--- src/rtl/p_game_mailbox.sv ---
`timescale 1ns/1ps
// p_game_mailbox: posts gravity-tick and key commands to the processor through the
// game mailbox registers, one at a time. It waits for an ack tagged with the command's
// sequence number and then returns the result to game logic, or abandons the command
// after a timeout.
//
// state  | meaning
// -------+-----------------------------------------------------------------
// S_IDLE | nothing outstanding; a pending tick or queued key launches a post
// S_POST | command frame first visible on data_from_game; timer cleared
// S_WAIT | frame held; waiting for an ack tagged with seq, or for the timeout

module p_game_mailbox #(
  parameter int KEY_DEPTH = 4,
  parameter int TIMEOUT   = 4096
) (
  input  logic        clock,
  input  logic        reset,
  input  logic        tick,
  input  logic        key_valid,
  input  logic [3:0]  key_code,
  input  logic [31:0] data_to_game,
  output logic [31:0] data_from_game,
  output logic        resp_valid,
  output logic [3:0]  resp_cmd,
  output logic [23:0] resp_data,
  output logic        timeout,
  output logic        key_overflow,
  output logic        busy
);

  localparam int PW    = $clog2(KEY_DEPTH);
  localparam int TW    = $clog2(TIMEOUT + 1);
  localparam int TLAST = TIMEOUT - 1;

  localparam logic [PW:0]   FIFO_FULL_CNT = KEY_DEPTH[PW:0];
  localparam logic [TW-1:0] TIMER_LAST    = TLAST[TW-1:0];
  localparam logic [3:0]    CMD_TICK      = 4'h1;
  localparam logic [3:0]    CMD_KEY       = 4'h2;

  typedef enum logic [1:0] {
    S_IDLE = 2'd0,
    S_POST = 2'd1,
    S_WAIT = 2'd2
  } state_t;

  state_t        state;
  state_t        state_nxt;

  logic [7:0]    seq;
  logic [7:0]    seq_adv;
  logic [3:0]    cmd_q;
  logic [3:0]    key_q;
  logic [TW-1:0] timer;
  logic          tick_pend;

  logic [3:0]    fifo_mem [KEY_DEPTH];
  logic [PW-1:0] rd_ptr;
  logic [PW-1:0] wr_ptr;
  logic [PW:0]   count;
  logic          fifo_empty;
  logic          fifo_full;

  logic          pop;
  logic          push;
  logic          drop;
  logic          bypass;
  logic          post_tick;
  logic          post_key;
  logic [3:0]    post_code;
  logic          ack_hit;
  logic          timer_done;
  logic          fin_ack;
  logic          fin_to;

  assign fifo_empty = (count == '0);
  assign fifo_full  = (count == FIFO_FULL_CNT);
  assign ack_hit    = (data_to_game[31:24] == seq);
  assign timer_done = (timer == TIMER_LAST);

  // Sequence 0 is reserved so that a cleared data_to_game can never look like an ack.
  assign seq_adv = (seq == 8'hFF) ? 8'h01 : seq + 8'h01;

  // A key that is posted straight from key_code (bypass) never enters the FIFO.
  // A pop in the same cycle frees a slot, so a full FIFO still accepts the key.
  assign push = key_valid & ~bypass & (~fifo_full | pop);
  assign drop = key_valid & ~bypass & fifo_full & ~pop;

  assign data_from_game = (state != S_IDLE) ? {seq, 15'b0, key_q, cmd_q, 1'b1} : 32'h0;
  assign busy           = (state != S_IDLE);

  // Next-state and launch decisions; tick has priority over keys.
  always_comb begin
    state_nxt = state;
    pop       = 1'b0;
    bypass    = 1'b0;
    post_tick = 1'b0;
    post_key  = 1'b0;
    post_code = 4'h0;
    fin_ack   = 1'b0;
    fin_to    = 1'b0;
    case (state)
      S_IDLE: begin
        if (tick_pend || tick) begin
          post_tick = 1'b1;
          state_nxt = S_POST;
        end else if (!fifo_empty) begin
          pop       = 1'b1;
          post_key  = 1'b1;
          post_code = fifo_mem[rd_ptr];
          state_nxt = S_POST;
        end else if (key_valid) begin
          bypass    = 1'b1;
          post_key  = 1'b1;
          post_code = key_code;
          state_nxt = S_POST;
        end
      end
      S_POST: begin
        state_nxt = S_WAIT;
      end
      S_WAIT: begin
        if (ack_hit) begin
          fin_ack   = 1'b1;
          state_nxt = S_IDLE;
        end else if (timer_done) begin
          fin_to    = 1'b1;
          state_nxt = S_IDLE;
        end
      end
      default: begin
        state_nxt = S_IDLE;
      end
    endcase
  end

  // FSM state, command latch, sequence, timer and the registered response pulses.
  always_ff @(posedge clock) begin
    if (reset) begin
      state        <= S_IDLE;
      seq          <= 8'h01;
      cmd_q        <= 4'h0;
      key_q        <= 4'h0;
      timer        <= '0;
      tick_pend    <= 1'b0;
      resp_valid   <= 1'b0;
      resp_cmd     <= 4'h0;
      resp_data    <= 24'h0;
      timeout      <= 1'b0;
      key_overflow <= 1'b0;
    end else begin
      state        <= state_nxt;
      resp_valid   <= fin_ack;
      timeout      <= fin_to;
      key_overflow <= drop;

      if (post_tick) begin
        cmd_q <= CMD_TICK;
        key_q <= 4'h0;
      end else if (post_key) begin
        cmd_q <= CMD_KEY;
        key_q <= post_code;
      end

      // A tick that arrives while one is being posted merges into that post.
      if (post_tick) begin
        tick_pend <= 1'b0;
      end else if (tick) begin
        tick_pend <= 1'b1;
      end

      if (state == S_POST) begin
        timer <= '0;
      end else if (state == S_WAIT) begin
        timer <= timer + 1'b1;
      end

      if (fin_ack) begin
        resp_cmd  <= cmd_q;
        resp_data <= data_to_game[23:0];
      end

      if (fin_ack || fin_to) begin
        seq <= seq_adv;
      end
    end
  end

  // Key FIFO pointers and occupancy.
  always_ff @(posedge clock) begin
    if (reset) begin
      rd_ptr <= '0;
      wr_ptr <= '0;
      count  <= '0;
    end else begin
      if (push) begin
        wr_ptr <= wr_ptr + 1'b1;
      end
      if (pop) begin
        rd_ptr <= rd_ptr + 1'b1;
      end
      case ({push, pop})
        2'b10:   count <= count + 1'b1;
        2'b01:   count <= count - 1'b1;
        default: count <= count;
      endcase
    end
  end

  // Key FIFO storage; contents are don't-care until written.
  always_ff @(posedge clock) begin
    if (push) begin
      fifo_mem[wr_ptr] <= key_code;
    end
  end

endmodule

--- config.mk ---
export PLATFORM = sky130hd
export DESIGN_NAME = p_game_mailbox
export DESIGN_NICKNAME = d
export VERILOG_FILES = /design/src/rtl/p_game_mailbox.sv
export SDC_FILE = /design/constraint.sdc
export NUM_CORES = 1
export LEC_CHECK = 0
export CAP_MARGIN = 20
export CORE_AREA = 2 2 98 100
export CTS_CLUSTER_SIZE = 14
export DETAILED_ROUTE_END_ITERATION = 7
export DIE_AREA = 0 0 100 102
export HOLD_SLACK_MARGIN = 0.08
export PLACE_DENSITY = 0.73
export SYNTH_ARGS = -nofsm -noshare
export SYNTH_HDL_FRONTEND = slang
export SYNTH_SLANG_ARGS = --single-unit
--- constraint.sdc ---
create_clock -name clock -period 3 [get_ports clock]
set_input_delay 0.75 -clock clock [delete_from_list [all_inputs] [get_ports clock]]
set_output_delay 0.75 -clock clock [all_outputs]
set_load 0.03 [all_outputs]
==> metrics <==
outcome completed; antenna-violating nets left 0; number of fill cells 817; die width 100 um; layout cells sized above 1 roughly 7.2%; Pre-Repair DR Iteration Count 4; Critical Path Max Stage Delay ~0.6 ns; routability cong. slightly below 0.8; Area Overhead vs Synth 26.5%; Clock Root Buffer clkbuf_8; effective utilization at floorplan between 40% and 50%; DR iter-0 viols between 100 and 150; vias in the first global route a little over 3k; Core Box Area approximately 0.0091 mm^2; Resize count post-CTS 0; clock buffer depth 2; RR Endpoint count[2]; asr flop ratio synth 0%; H-tree depth 3; PD cells a little over 500 mW/mm^2; Total Routing Usage GR about 17%; DR vias/cell 5.23; hold crit path type reg -> reg; Hold-fix buffers, CTS 0; required time of the critical path ~2.3 ns; cell count after synthesis around 420; vias post-DR 3186; Min Hold Slack about 0.47 ns; Seq/Total Area, Yosys a little under half; Synth Register Bits 84; final core occ 55.7%; maxcap violations 0; clk slew on worst S/H paths 0.09 ns; hold_sp key_q[3]; postcts setup bufs 0; Crit-path slowest cell clkdlybuf4s50_1; Die Area between 0.01 and 0.015 mm^2; worst skew pair latency between 0.3 and 0.4 ns; Synth top area share approximately a third; DR WL/cell about 14 um; slew margin rel. between 40% and 50%; Yosys top cell by area dfxtp_1; maximum fanout along the worst path 8; fin crit share between 90% and 100%; ANT cells 0; Buffers on Ports 84; Reg2Reg Setup Slack 0.85 ns; Worst Setup End Kind primary output; Worst Tran Pin Value approximately 0.8 ns; r2r worst-path depth 8; Num CTS Buffers 9; CTS tree yes; CTS sink count 84; crit path cell chain nor2_1, buf_6, nor2b_1, clkdlybuf4s50_1; crit path time final around 2.8 ns; post-DP HPWL between 6000 and 7000 um; mean post-synth cell area around 9.7 um^2; largest net degree at the start of global routing 42; Worst Hold Depth 2; VDD IR max between 0.0002 and 0.0003 V; Worst Setup Start Kind register; RSZ-0062 raised after global routing no; max-slew violations 0; Synth Flop Type dfxtp_1; Setup CP Type reg -> out; WL final 8490 um; Final Total Pwr around 2.6 mW; post-synthesis cell type count 56; fmax 355 MHz; CP startpoint state[0]; Final setup viols 0; Nets 540; DRC 0; CP delay by family, top buffers and inverters; DIE HEIGHT 102 um; TNS Setup 0 ns; Mapped Area roughly 0.004 mm^2; Final Hold Fails 0; sum of buffers and inverters on the critical path 2; Post-synth EDFFs 16; first-pass GRT wire length roughly 14000 um; worst r2r src state[0]; worst path arrival time 2.07 ns; initial antenna violation count 0; main area contributors after synthesis dfxtp_1 34%, edfxtp_1 12%, mux2i_1 7.7%; Cell Rows 35; Layout Skew roughly 0.0079 ns; number of I/O pins ~100; grt ovf 0; Leakage approximately 1.8 nW; Ys Warns 0; Worst Hold Endpoint key_q[3]
-- tightest hold or removal path, delay by kind of cell, from the launching register on --
family,cells,cell delay (ns)
compound gates,1,0.06
buf+inv,1,0.07
flops,1,0.31
-- cell type report --
cell class | count | area [um^2] | share of cell area, %
clock buffers | 9 | 124 | 2.44
clock inverters | 7 | 67.6 | 1.33
inverters | 11 | 41.3 | 0.814
multi-input cells | 295 | 1950 | 38.4
flip-flops and latches | 84 | 1840 | 36.3
well taps | 111 | 139 | 2.74
repair buffers | 92 | 912 | 18.0
-- worst max path at each step --
| stage | to | cells past startpoint |
|---|---|---|
| after CTS | data_from_game[26] | 4 |
| after detailed placement | count[2] | 8 |
| final | data_from_game[26] | 4 |
| after global routing | data_from_game[26] | 4 |
| after floorplan | count[2] | 7 |
| after global placement | busy | 3 |
-- cells in the mapped netlist (7+ instances only) --
| master | instances |
|---|---|
| clkbuf_1 | 13 |
| nor2b_1 | 15 |
| xor2_1 | 7 |
| buf_4 | 23 |
| inv_1 | 11 |
| mux2i_1 | 31 |
| nor2_1 | 63 |
| xnor2_1 | 14 |
| o21ai_0 | 8 |
| nand3_1 | 13 |
| dfxtp_1 | 68 |
| edfxtp_1 | 16 |
| nand2_1 | 16 |
| a21oi_1 | 14 |
-- cells by family after synthesis --
| group | Yosys count | synth area share [%] |
|---|---|---|
| AND/OR/NAND/NOR | 161 | 21.1 |
| flip-flops | 84 | 45.9 |
| buffers and inverters | 54 | 7.36 |
| AO/OA/AOI/OAI | 49 | 7.77 |
| multiplexers | 38 | 10.8 |
| XOR/XNOR | 21 | 4.59 |
| adder cells (fa/ha/maj) | 7 | 2.37 |
| other | 1 | 0.0935 |
-- placed cells by master (no fill, tap or decap), types with 11 or more instances in the layout --
master	instances
inv_1	11
a21oi_1	14
dfxtp_1	68
conb_1	19
xnor2_1	14
edfxtp_1	16
mux2i_1	31
clkdlybuf4s50_1	83
nor2_1	63
nand2_1	16
nand3_1	13
nor2b_1	15
-- stage by stage --
step                      area [um^2]  setup slack (ns)  instances
after floorplan                  4080             0.604        433
after global routing             5070            0.0511        609
after global placement           4870             0.182        592
after detailed placement         4880             0.146        593
final                            5070             0.181        609
after CTS                        5070             0.128        609
-- metal layers --
| metal | global-route usage (%) | up-vias | wire (um) |
|---|---|---|---|
| met5 | 0 | - | 0 |
| met4 | 7.48 | 0 | 186 |
| met3 | 4.51 | 17 | 525 |
| met2 | 29.0 | 95 | 4050 |
| met1 | 21.3 | 1512 | 3730 |
| li1 | - | 1562 | - |
-- registers in the layout (all words and copies together) (netlist names), 3 cells and up, named ones only --
register,flops
resp_data,24
seq,8
timer,13
key_q,4
count,3
fifo_mem,16
-- power breakdown --
group	switching (mW)	total (mW)	internal, mW
clock network	0.411	0.792	0.381
logic	0.301	0.520	0.219
registers	0.0409	1.25	1.21
total	0.754	2.56	1.81
(Power assumes the default switching activity.)
